### src/rtl/pattern_detect_ctrl.sv
// pattern_detect_ctrl: serial pattern detector with IDLE/RUN/MATCH control FSM.
// Compares the most recent cfg_len+1 received bits against cfg_pattern,
// in either overlapping or non-overlapping mode. `out` is a registered Moore flag.
// Optional feature macro: MATCH_CNT_EN adds an 8-bit saturating match counter.
module pattern_detect_ctrl #(
    parameter int PW = 8
) (
    input  logic                  clk,
    input  logic                  reset,
    input  logic                  cfg_we,
    input  logic [PW-1:0]         cfg_pattern,
    input  logic [$clog2(PW)-1:0] cfg_len,
    input  logic                  cfg_overlap,
    input  logic                  start,
    input  logic                  stop,
    input  logic                  in,
    input  logic                  in_valid,
    output logic                  out,
    output logic                  busy
`ifdef MATCH_CNT_EN
    ,
    output logic [7:0]            match_cnt
`endif
);

    localparam int LW = $clog2(PW);
    localparam int FW = $clog2(PW + 1);

    typedef enum logic [1:0] {IDLE, RUN, MATCH} state_t;

    state_t          state, state_next;
    logic [PW-1:0]   pat_r;
    logic [LW-1:0]   len_r;
    logic            ovl_r;
    // The previous PW-1 bits; together with the incoming bit they form the PW-bit window.
    logic [PW-2:0]   hist;
    logic [FW-1:0]   fill;
    logic [PW-1:0]   hist_new;
    logic [PW-1:0]   mask;
    logic [FW-1:0]   fill_new;
    logic [FW-1:0]   len_plus1;
    logic            hit;

    // Window, fill and compare as they will look once the current bit is shifted in.
    always_comb begin
        // NOTE: every always_comb output gets a default first so no path can infer a latch.
        mask      = '0;
        hist_new  = {hist, in};
        fill_new  = (fill == FW'(PW)) ? fill : fill + FW'(1);
        len_plus1 = FW'(len_r) + FW'(1);
        for (int i = 0; i < PW; i++) begin
            mask[i] = (FW'(i) < len_plus1);
        end
        hit = (fill_new >= len_plus1) && (((hist_new ^ pat_r) & mask) == '0);
    end

    // Next-state logic: stop wins over everything, then start (IDLE) or match (RUN/MATCH).
    always_comb begin
        state_next = state;
        if (stop) begin
            state_next = IDLE;
        end else begin
            case (state)
                IDLE:       if (start) state_next = RUN;
                RUN, MATCH: state_next = (in_valid && hit) ? MATCH : RUN;
                default:    state_next = IDLE;
            endcase
        end
    end

    // State register.
    always_ff @(posedge clk) begin
        // NOTE: sequential state uses non-blocking assignments so all registers update together.
        if (reset) state <= IDLE;
        else       state <= state_next;
    end

    // Configuration, history window and fill count.
    always_ff @(posedge clk) begin
        if (reset) begin
            pat_r <= PW'(3'b101);
            len_r <= LW'(2);
            ovl_r <= 1'b0;
            // NOTE: the history is reset too; fill gating alone would hide it, but a known state eases debug.
            hist  <= '0;
            fill  <= '0;
        end else if (state == IDLE) begin
            if (cfg_we) begin
                pat_r <= cfg_pattern;
                len_r <= cfg_len;
                ovl_r <= cfg_overlap;
            end
            if (start && !stop) fill <= '0;
        end else if (!stop && in_valid) begin
            hist <= hist_new[PW-2:0];
            // Non-overlapping mode forgets the matched bits by emptying the window.
            fill <= (hit && !ovl_r) ? '0 : fill_new;
        end
    end

    assign out  = (state == MATCH);
    assign busy = (state != IDLE);

`ifdef MATCH_CNT_EN
    logic take;
    assign take = (state != IDLE) && !stop && in_valid && hit;

    // Saturating count of edges that enter or stay in MATCH; cleared on start.
    always_ff @(posedge clk) begin
        if (reset) begin
            match_cnt <= '0;
        end else if (state == IDLE && start && !stop) begin
            match_cnt <= '0;
        end else if (take && match_cnt != 8'hFF) begin
            match_cnt <= match_cnt + 8'd1;
        end
    end
`endif

endmodule

### config.mk
export PLATFORM = sky130hd
export DESIGN_NAME = pattern_detect_ctrl
export DESIGN_NICKNAME = d
export VERILOG_FILES = /design/src/rtl/pattern_detect_ctrl.sv
export SDC_FILE = /design/constraint.sdc
export NUM_CORES = 1
export LEC_CHECK = 0
export CAP_MARGIN = 10
export CORE_ASPECT_RATIO = 1.2
export CORE_MARGIN = 4
export CORE_UTILIZATION = 45
export CTS_CLUSTER_SIZE = 24
export DETAILED_ROUTE_END_ITERATION = 16
export PLACE_DENSITY = 0.69
export RECOVER_POWER = 50
export REMOVE_ABC_BUFFERS = 1
export SETUP_SLACK_MARGIN = 0.5
export SYNTH_ARGS = -nofsm -noshare
export SYNTH_HDL_FRONTEND = slang
export SYNTH_SLANG_ARGS = --single-unit
### constraint.sdc
create_clock -name clk -period 2.6 [get_ports clk]
set_clock_uncertainty 0.1 [all_clocks]
set_input_delay 0.65 -clock clk [delete_from_list [all_inputs] [get_ports clk]]
set_output_delay 0.65 -clock clk [all_outputs]
set_load 0.02 [all_outputs]
; After elaboration in Yosys (flattened, before gate mapping)
; Cells that the tools add are included.
[totals]
register_bits = 25
latchBits = 0
ram_bits = 0
romBits = 0
input_bits = 19
out_inout_bits = 2
wordCells = 49
memories = 0
[op_classes]
n_addsub = 2
multipliers = 0
div = 0
magnitude_cmp = 9
eq_ne = 5
n_shift = 0
n_mux = 8
bitwise_logic = 3
reduce_logical = 16
[ops]
columns = operator, count
row1 = 4-bit 2-to-1 mux, 5
row2 = 3-bit by 4-bit < comparator with 1-bit output (first input constant), 4
row3 = 8-bit AND, 1
row4 = 8-bit logical NOT, 1
row5 = 1-bit by 4-bit < comparator with 1-bit output (first input constant), 2
row6 = 2-bit by 4-bit < comparator with 1-bit output (first input constant), 2
row7 = 8-bit XOR, 1
row8 = 2-bit AND reduction, 3
row9 = 1-bit logical AND, 5
row10 = 3-bit by 1-bit adder with 4-bit output (second input constant), 1
row11 = 4-bit by 1-bit adder with 4-bit output (second input constant), 1
row12 = 4-bit == test (second input constant), 1
row13 = 4-bit greater-or-equal comparator, 1
row14 = 2-bit 2-to-1 mux, 2
row15 = 2-bit case mux with 2 select lines, 1
row16 = 2-bit nonzero test, 2
row17 = 2-bit OR reduction, 2
row18 = 2-bit by 1-bit == test with 1-bit output (second input constant), 1
row19 = 2-bit == test (second input constant), 1
row20 = 1-bit logical NOT, 2
row21 = 2-bit logical NOT, 1
row22 = 2-bit by 1-bit inequality test with 1-bit output (second input constant), 1
row23 = 2-bit inequality test (second input constant), 1
row24 = 1-bit NOT, 1

; Longest topological paths before layout
; Gate-level depths: netlist of run 1.
[logic_depth]
depth_word = 9
ltp_mapped = 12
ltp_nobuf = 12

; Worst setup path after synthesis of run 1
; OpenSTA, ideal clock, no wires.
[synth_timing]
kind = register to register
from = register fill[0]
to = register state[1]
setup_time_ns = 0.117
t_arrival_ns = 1.964
required_time_ns = 2.383
setup_slack_ns = 0.419
stages_incl_launch_ff = 13
n_path_buf = 0
period_less_slack_ns = 2.181
cell_sequence = dfxtp_1 > inv_1 > ha_1 > nand2_1 > nor2_1 > xnor2_1 > ha_1 > nand2b_1 > a21oi_1 > o22ai_1 > o32ai_4 > nor3_2 > a22o_1
[synth_via]
elab_chain_cells = 7
elab_cells_between_ends = 8
cone_classes = 1 x add/sub / 1 x order compare / 1 x eq/ne / 3 x mux / 2 x reduce/logical
[synth_lines]
columns = element, line
row1 = start: declaration, 37  ; logic [FW-1:0] fill;
row2 = start signal: assignment, 97  ; fill <= (hit && !ovl_r) ? '0 : fill_new;
row3 = 4-bit by 1-bit adder with 4-bit output / 4-bit == test (equally long branches), 49  ; fill_new = (fill == FW'(PW)) ? fill : fill + FW'(1);
row4 = 4-bit 2-to-1 mux (*), 49
row5 = 4-bit greater-or-equal comparator (*), 54  ; hit = (fill_new >= len_plus1) && (((hist_new ^ pat_r) & mask) == '0);
row6 = 1-bit logical AND (*), 54
row7 = 1-bit logical AND (*), 65  ; RUN, MATCH: state_next = (in_valid && hit) ? MATCH : RUN;
row8 = 2-bit 2-to-1 mux (*), 65
row9 = 2-bit case mux with 2 select lines (*), 63  ; case (state)
row10 = end signal: assignment, 75  ; else state <= state_next;
row11 = end: declaration, 31  ; state_t state, state_next;
; Every way passes the cells marked *; elsewhere a longest branch is shown, timed or not.
; A chain may end at the register's enable or synchronous reset.

; Worst setup path in the final report of run 1
[layout_timing]
from = register fill[0]
to = register state[0]
; The elaborated chain is that of the path after synthesis.

==> reports/metrics.csv, run 1 <==
metric;value;unit
DP Wirelength;2240;um
Fmax;452;MHz
area occupied by multi-input gates;876;um2
Setup CP Type;reg2reg;
leading cell type in the layout, fill and taps excluded;nand2_1;
Syn Inst Count;165;
Starting Density;0.480;
relative slew slack;0.517;
H-tree depth;1;
CP Launch Type;flop;
Core Util, Final;0.607;
Flop pwr share;0.560;
routability cong.;0.977;
measured slew at the worst slew-check pin;0.722;ns
status;complete, no violations;
Worst Path Required;2.74;ns
Hold Path Depth;2;
Synth async-reset ratio;0;
Total Wirelength;2900;um
register area share after synthesis;0.367;
Pwr Density;426;nW/um2
Critical Path Sink Type;flop;
largest net degree at the start of global routing;20;
worst setup margin;0.389;ns
vias in the first global route;1166;
leading area contributor after synthesis;dfxtp_1;
# rows;21;
Synth cell types;33;
most frequent cells in the layout;33 x nand2_1, 22 x dfxtp_1, 17 x clkdlybuf4s50_1;
setup TNS;0;ns
first-pass GRT wire length;4930;um
GRT Overall Usage;0.156;
R2R depth;12;
Clock power frac;0.237;
Core Box Area;2840;um2
Reg area;504;um2
final setup violation count;0;
die area;3980;um2
layout cells sized above 1;0.137;
clk sinks;25;
max-slew violations;0;
Critical Path AT;2.35;ns
Chip Width;58.2;um
port bufs;20;
Pleak;0.677;nW
CTS Hold Buffers Added;0;
post-place setup slack;0.132;ns
Comb pwr share;0.203;
dominant cells by area after synthesis;dfxtp_1 37%, nand2_1 9.4%, ha_1 8.3%;
Synth top area share;0.367;
Clk Latency, worst-skew pair;0.31;ns
initial antenna violation count;0;
layout net count;219;
Worst Hold Class;reg2reg;
first-pass iteration count of the detailed router;4;
clk buf depth;2;
RSZ-0062 raised after global routing;yes;
CTS tree;done;
MaxCap Viol Count;0;
global route overflow;0;
crit share post-route;0.850;
EDFF count, synth;0;
Finished Cell Area;1720;um2
drc violations;0;
fill cell count;265;
Final Hold Violating Endpoints;0;
Yosys reg bits;25;
Root Buffer;clkbuf_4;
Psw;0.203;mW
warnings from Yosys;0;
post-placement cell area;1600;um2
Clock Pin Slew Worst Setup and Hold Paths;0.13;ns
Top FF cell, synth;dfxtp_1;
CTS Buf Count;3;
Post-DRT Antenna Nets;0;
crit-path max FO;2;
die height;68.3;um
Final min period;2.21;ns
Vias;1185;
num ports;21;
syn avg cell area;8.26;um2
WL/cell;12.9;um
Net Sw Frac;0.277;
Peak supply drop;0.330;mV
via/cell ratio;5.29;
Layout area overhead;26.4;%
ant diodes;0;
Post-Syn Area;1360;um2
DRT iter0 DRCs;39;
Pint;0.531;mW
[metal layers]
| layer | GRT usage | vias to the layer above | share of wire |
|---|---|---|---|
| met5 | 0 | - | 0 |
| met4 | 0.0580 | 0 | 0.0090 |
| met3 | 0.0208 | 4 | 0.026 |
| met2 | 0.297 | 18 | 0.54 |
| met1 | 0.177 | 556 | 0.43 |
| li1 | - | 607 | - |
[cell families after synthesis]
group / after synthesis / synth area share
DFF: 25 / 0.367
xor gates and xnor gates: 10 / 0.0698
and+or+nand+nor: 65 / 0.217
muxes: 8 / 0.0588
adders and majority gates: 9 / 0.0826
buffers and inverters: 15 / 0.0413
AOI/OAI and AO/OA: 33 / 0.163
[path summary, 6_finish.rpt]
check | from | slack (ns) | end
hold reg to reg | pat_r[4]$_SDFFE_PP0P_ | 0.38 | pat_r[4]$_SDFFE_PP0P_
hold / removal | pat_r[4]$_SDFFE_PP0P_ | 0.38 | pat_r[4]$_SDFFE_PP0P_
setup / recovery | fill[0]$_SDFFE_PP0P_ | 0.39 | state[0]$_SDFFE_PP0P_
setup reg to reg | fill[0]$_SDFFE_PP0P_ | 0.39 | state[0]$_SDFFE_PP0P_
[what timing repair did]
action | CTS | global route
buffers inserted | 4 | 0
pin swaps | 11 | 6
gates resized for setup | 16 | 6
setup endpoints to repair | 8 | 7
[critical path: stages, from the launching register on]
cell and delay, ns:
dfxtp_2 0.37, inv_2 0.05, ha_4 0.16, nand2_4 0.07, nor2_4 0.04, xnor2_2 0.14, ha_1 0.29, nand2b_4 0.15
a21oi_4 0.15, o22ai_2 0.11, o32ai_4 0.19, nor3_2 0.10, o31ai_1 0.24
[area by class of cell]
| type | instances | area share |
|---|---|---|
| Multi-Input combinational cell | 125 | 0.509 |
| Clock buffer | 4 | 0.0153 |
| Tap cell | 34 | 0.0247 |
| Sequential cell | 25 | 0.293 |
| Inverter | 11 | 0.0240 |
| Timing Repair Buffer | 25 | 0.134 |
[synthesized netlist by cell type (3+ instances only)]
| cell type | count |
|---|---|
| xor2_1 | 3 |
| o31ai_1 | 5 |
| nor2_1 | 14 |
| inv_1 | 11 |
| clkbuf_1 | 3 |
| nand3b_1 | 3 |
| a21oi_1 | 17 |
| dfxtp_1 | 25 |
| ha_1 | 9 |
| mux2i_1 | 8 |
| nand2_1 | 34 |
| nand3_1 | 3 |
| xnor2_1 | 6 |
[state kept, by name, indices dropped and copies added, names as in the netlist]
register and cells:
pat_r 8, hist 7, fill 4, len_r 3, state 2, ovl_r 1
[metrics by stage]
step           total power, mW  instances  hold WS [ns]
6_report                 0.734        224         0.377
5_1_grt                  0.774        224         0.411
4_1_cts                  0.741        224         0.384
3_5_place_dp             0.555        216         0.366
3_3_place_gp             0.549        216         0.358
2_1_floorplan            0.497        161         0.342
[power groups by stage]
stage               logic [mW]  registers [mW]  clock network [mW]
floorplan               0.0812           0.416                   0
global placement         0.131           0.419                   0
detailed placement       0.136           0.419                   0
CTS                      0.150           0.411               0.180
global route             0.166           0.413               0.195
finish                   0.149           0.411               0.174
No activity file was read; power rests on OpenSTA's default activity.
==> run 2, diff against run 1 <==
--- a/config.mk
+++ b/config.mk
@@ -9,6 +9,7 @@
 export CORE_ASPECT_RATIO = 1.2
 export CORE_MARGIN = 4
 export CORE_UTILIZATION = 45
+export CTS_BUF_LIST = sky130_fd_sc_hd__clkbuf_8 sky130_fd_sc_hd__clkbuf_16
 export CTS_CLUSTER_SIZE = 24
 export DETAILED_ROUTE_END_ITERATION = 16
 export PLACE_DENSITY = 0.69
==> reports/metrics.csv, run 2 (synthesis gave the netlist of run 1 again) <==
metric;value;unit;change
status;complete, no violations;;unchanged
Total Wirelength;2970;um;was 2900 um
setup TNS;0;ns;unchanged
hold slack;0.372;ns;was 0.377 ns
MaxCap Viol Count;0;;unchanged
Flop pwr share;0.520;;was 0.560
ant diodes;0;;unchanged
first-pass iteration count of the detailed router;4;;unchanged
max-slew violations;0;;unchanged
clk buf depth;2;;unchanged
DP Wirelength;2240;um;unchanged
most frequent cells in the layout;33 x nand2_1, 22 x dfxtp_1, 17 x clkdlybuf4s50_1;;unchanged
Peak supply drop;0.382;mV;was 0.330 mV
Finished Cell Area;1750;um2;was 1720 um2
post-place setup slack;0.132;ns;unchanged
largest net degree at the start of global routing;20;;unchanged
die height;68.3;um;unchanged
Largest regs;pat_r (8), hist (7), fill (4);;unchanged
DRT iter0 DRCs;33;;was 39
die area;3980;um2;unchanged
# rows;21;;unchanged
CTS tree;done;;unchanged
Critical Path AT;2.28;ns;was 2.35 ns
port bufs;20;;unchanged
CTS Buf Count;3;;unchanged
Critical Path Sink Type;flop;;unchanged
CP Launch Type;flop;;unchanged
Clk Latency, worst-skew pair;0.27;ns;was 0.31 ns
crit share post-route;0.844;;was 0.850
Chip Width;58.2;um;unchanged
layout net count;219;;unchanged
Comb pwr share;0.189;;was 0.203
Pint;0.577;mW;was 0.531 mW
post-placement cell area;1600;um2;unchanged
initial antenna violation count;0;;unchanged
final setup violation count;0;;unchanged
Vias;1177;;was 1185
leading cell type in the layout, fill and taps excluded;nand2_1;;unchanged
Pleak;0.689;nW;was 0.677 nW
Root Buffer;clkbuf_8;;was clkbuf_4
global route overflow;0;;unchanged
Starting Density;0.480;;unchanged
Net Sw Frac;0.270;;was 0.277
relative slew slack;0.518;;was 0.517
Clock power frac;0.291;;was 0.237
placed insts;216;;unchanged
routability cong.;0.977;;unchanged
largest register by flop count;pat_r;;unchanged
Setup CP Type;reg2reg;;unchanged
Core Box Area;2840;um2;unchanged
total power;0.790;mW;was 0.734 mW
H-tree depth;1;;unchanged
Final Hold Violating Endpoints;0;;unchanged
post-route insts no fill;224;;unchanged
Largest register FFs;8;;unchanged
Fmax;455;MHz;was 452 MHz
Post-DRT Antenna Nets;0;;unchanged
num ports;21;;unchanged
layout cells sized above 1;0.137;;unchanged
Psw;0.213;mW;was 0.203 mW
Layout area overhead;28.2;%;was 26.4%
first-pass GRT wire length;5000;um;was 4930 um
Clock Pin Slew Worst Setup and Hold Paths;0.09;ns;was 0.13 ns
Core Util, Final;0.616;;was 0.607
measured slew at the worst slew-check pin;0.720;ns;was 0.722 ns
WL/cell;13.3;um;was 12.9 um
crit-path max FO;2;;unchanged
RSZ-0062 raised after global routing;yes;;unchanged
drc violations;0;;unchanged
fill cell count;268;;was 265
Worst Hold Class;reg2reg;;unchanged
GRT Overall Usage;0.160;;was 0.156
Worst Path Required;2.68;ns;was 2.74 ns
Pwr Density;452;nW/um2;was 426 nW/um2
Final min period;2.20;ns;was 2.21 ns
vias in the first global route;1177;;was 1166
via/cell ratio;5.25;;was 5.29
clk sinks;25;;unchanged
worst setup margin;0.404;ns;was 0.389 ns
[run 2: power groups by stage]
stage / combinational [mW] / clock (mW) / sequential (mW)
2_1_floorplan: 0.0812 / 0 / 0.416
3_3_place_gp: 0.131 / 0 / 0.419
3_5_place_dp: 0.136 / 0 / 0.419
4_1_cts: 0.151 / 0.231 / 0.410
5_1_grt: 0.167 / 0.248 / 0.413
6_report: 0.150 / 0.230 / 0.411
[run 2: layout make-up]
| type | count | area [um2] | area share |
|---|---|---|---|
| flip-flops and latches | 25 | 504 | 0.289 |
| repair buffers | 25 | 238 | 0.136 |
| inverters | 11 | 41.3 | 0.0236 |
| clock inverters | 1 | 3.75 | 0.00215 |
| multi-input cells | 125 | 876 | 0.501 |
| well taps | 34 | 42.5 | 0.0244 |
| clock buffers | 3 | 41.3 | 0.0236 |
[run 2: routing by layer]
| metal | part of all wire | vias up | GRT usage |
|---|---|---|---|
| met5 | 0 | - | 0 |
| met3 | 0.034 | 4 | 0.0264 |
| met2 | 0.54 | 21 | 0.302 |
| met1 | 0.42 | 547 | 0.177 |
| li1 | - | 605 | - |
| met4 | 0.011 | 0 | 0.0667 |
[run 2: repair_timing]
item / in CTS / in global routing
pin swaps: 13 / 8
endpoints found under the setup margin: 8 / 7
buffers inserted: 4 / 0
hold buffers: 0 / 0
gates resized for setup: 18 / 4
[run 2: final timing paths]
kind                              start               endpoint  slack, ns  depth (start not counted)
setup reg to reg   fill[0]$_SDFFE_PP0P_  state[0]$_SDFFE_PP0P_       0.40                         12
setup / recovery   fill[0]$_SDFFE_PP0P_  state[0]$_SDFFE_PP0P_       0.40                         12
hold reg to reg   pat_r[4]$_SDFFE_PP0P_  pat_r[4]$_SDFFE_PP0P_       0.37                          2
hold / removal    pat_r[4]$_SDFFE_PP0P_  pat_r[4]$_SDFFE_PP0P_       0.37                          2
[run 2: worst max-delay path: stages (launching register included)]
cell	delay, ns
dfxtp_2	0.35
inv_2	0.05
ha_4	0.16
nand2_4	0.07
nor2_4	0.04
xnor2_2	0.14
ha_1	0.29
nand2b_4	0.15
a21oi_4	0.14
o22ai_2	0.11
o32ai_4	0.19
nor3_2	0.10
o31ai_1	0.24
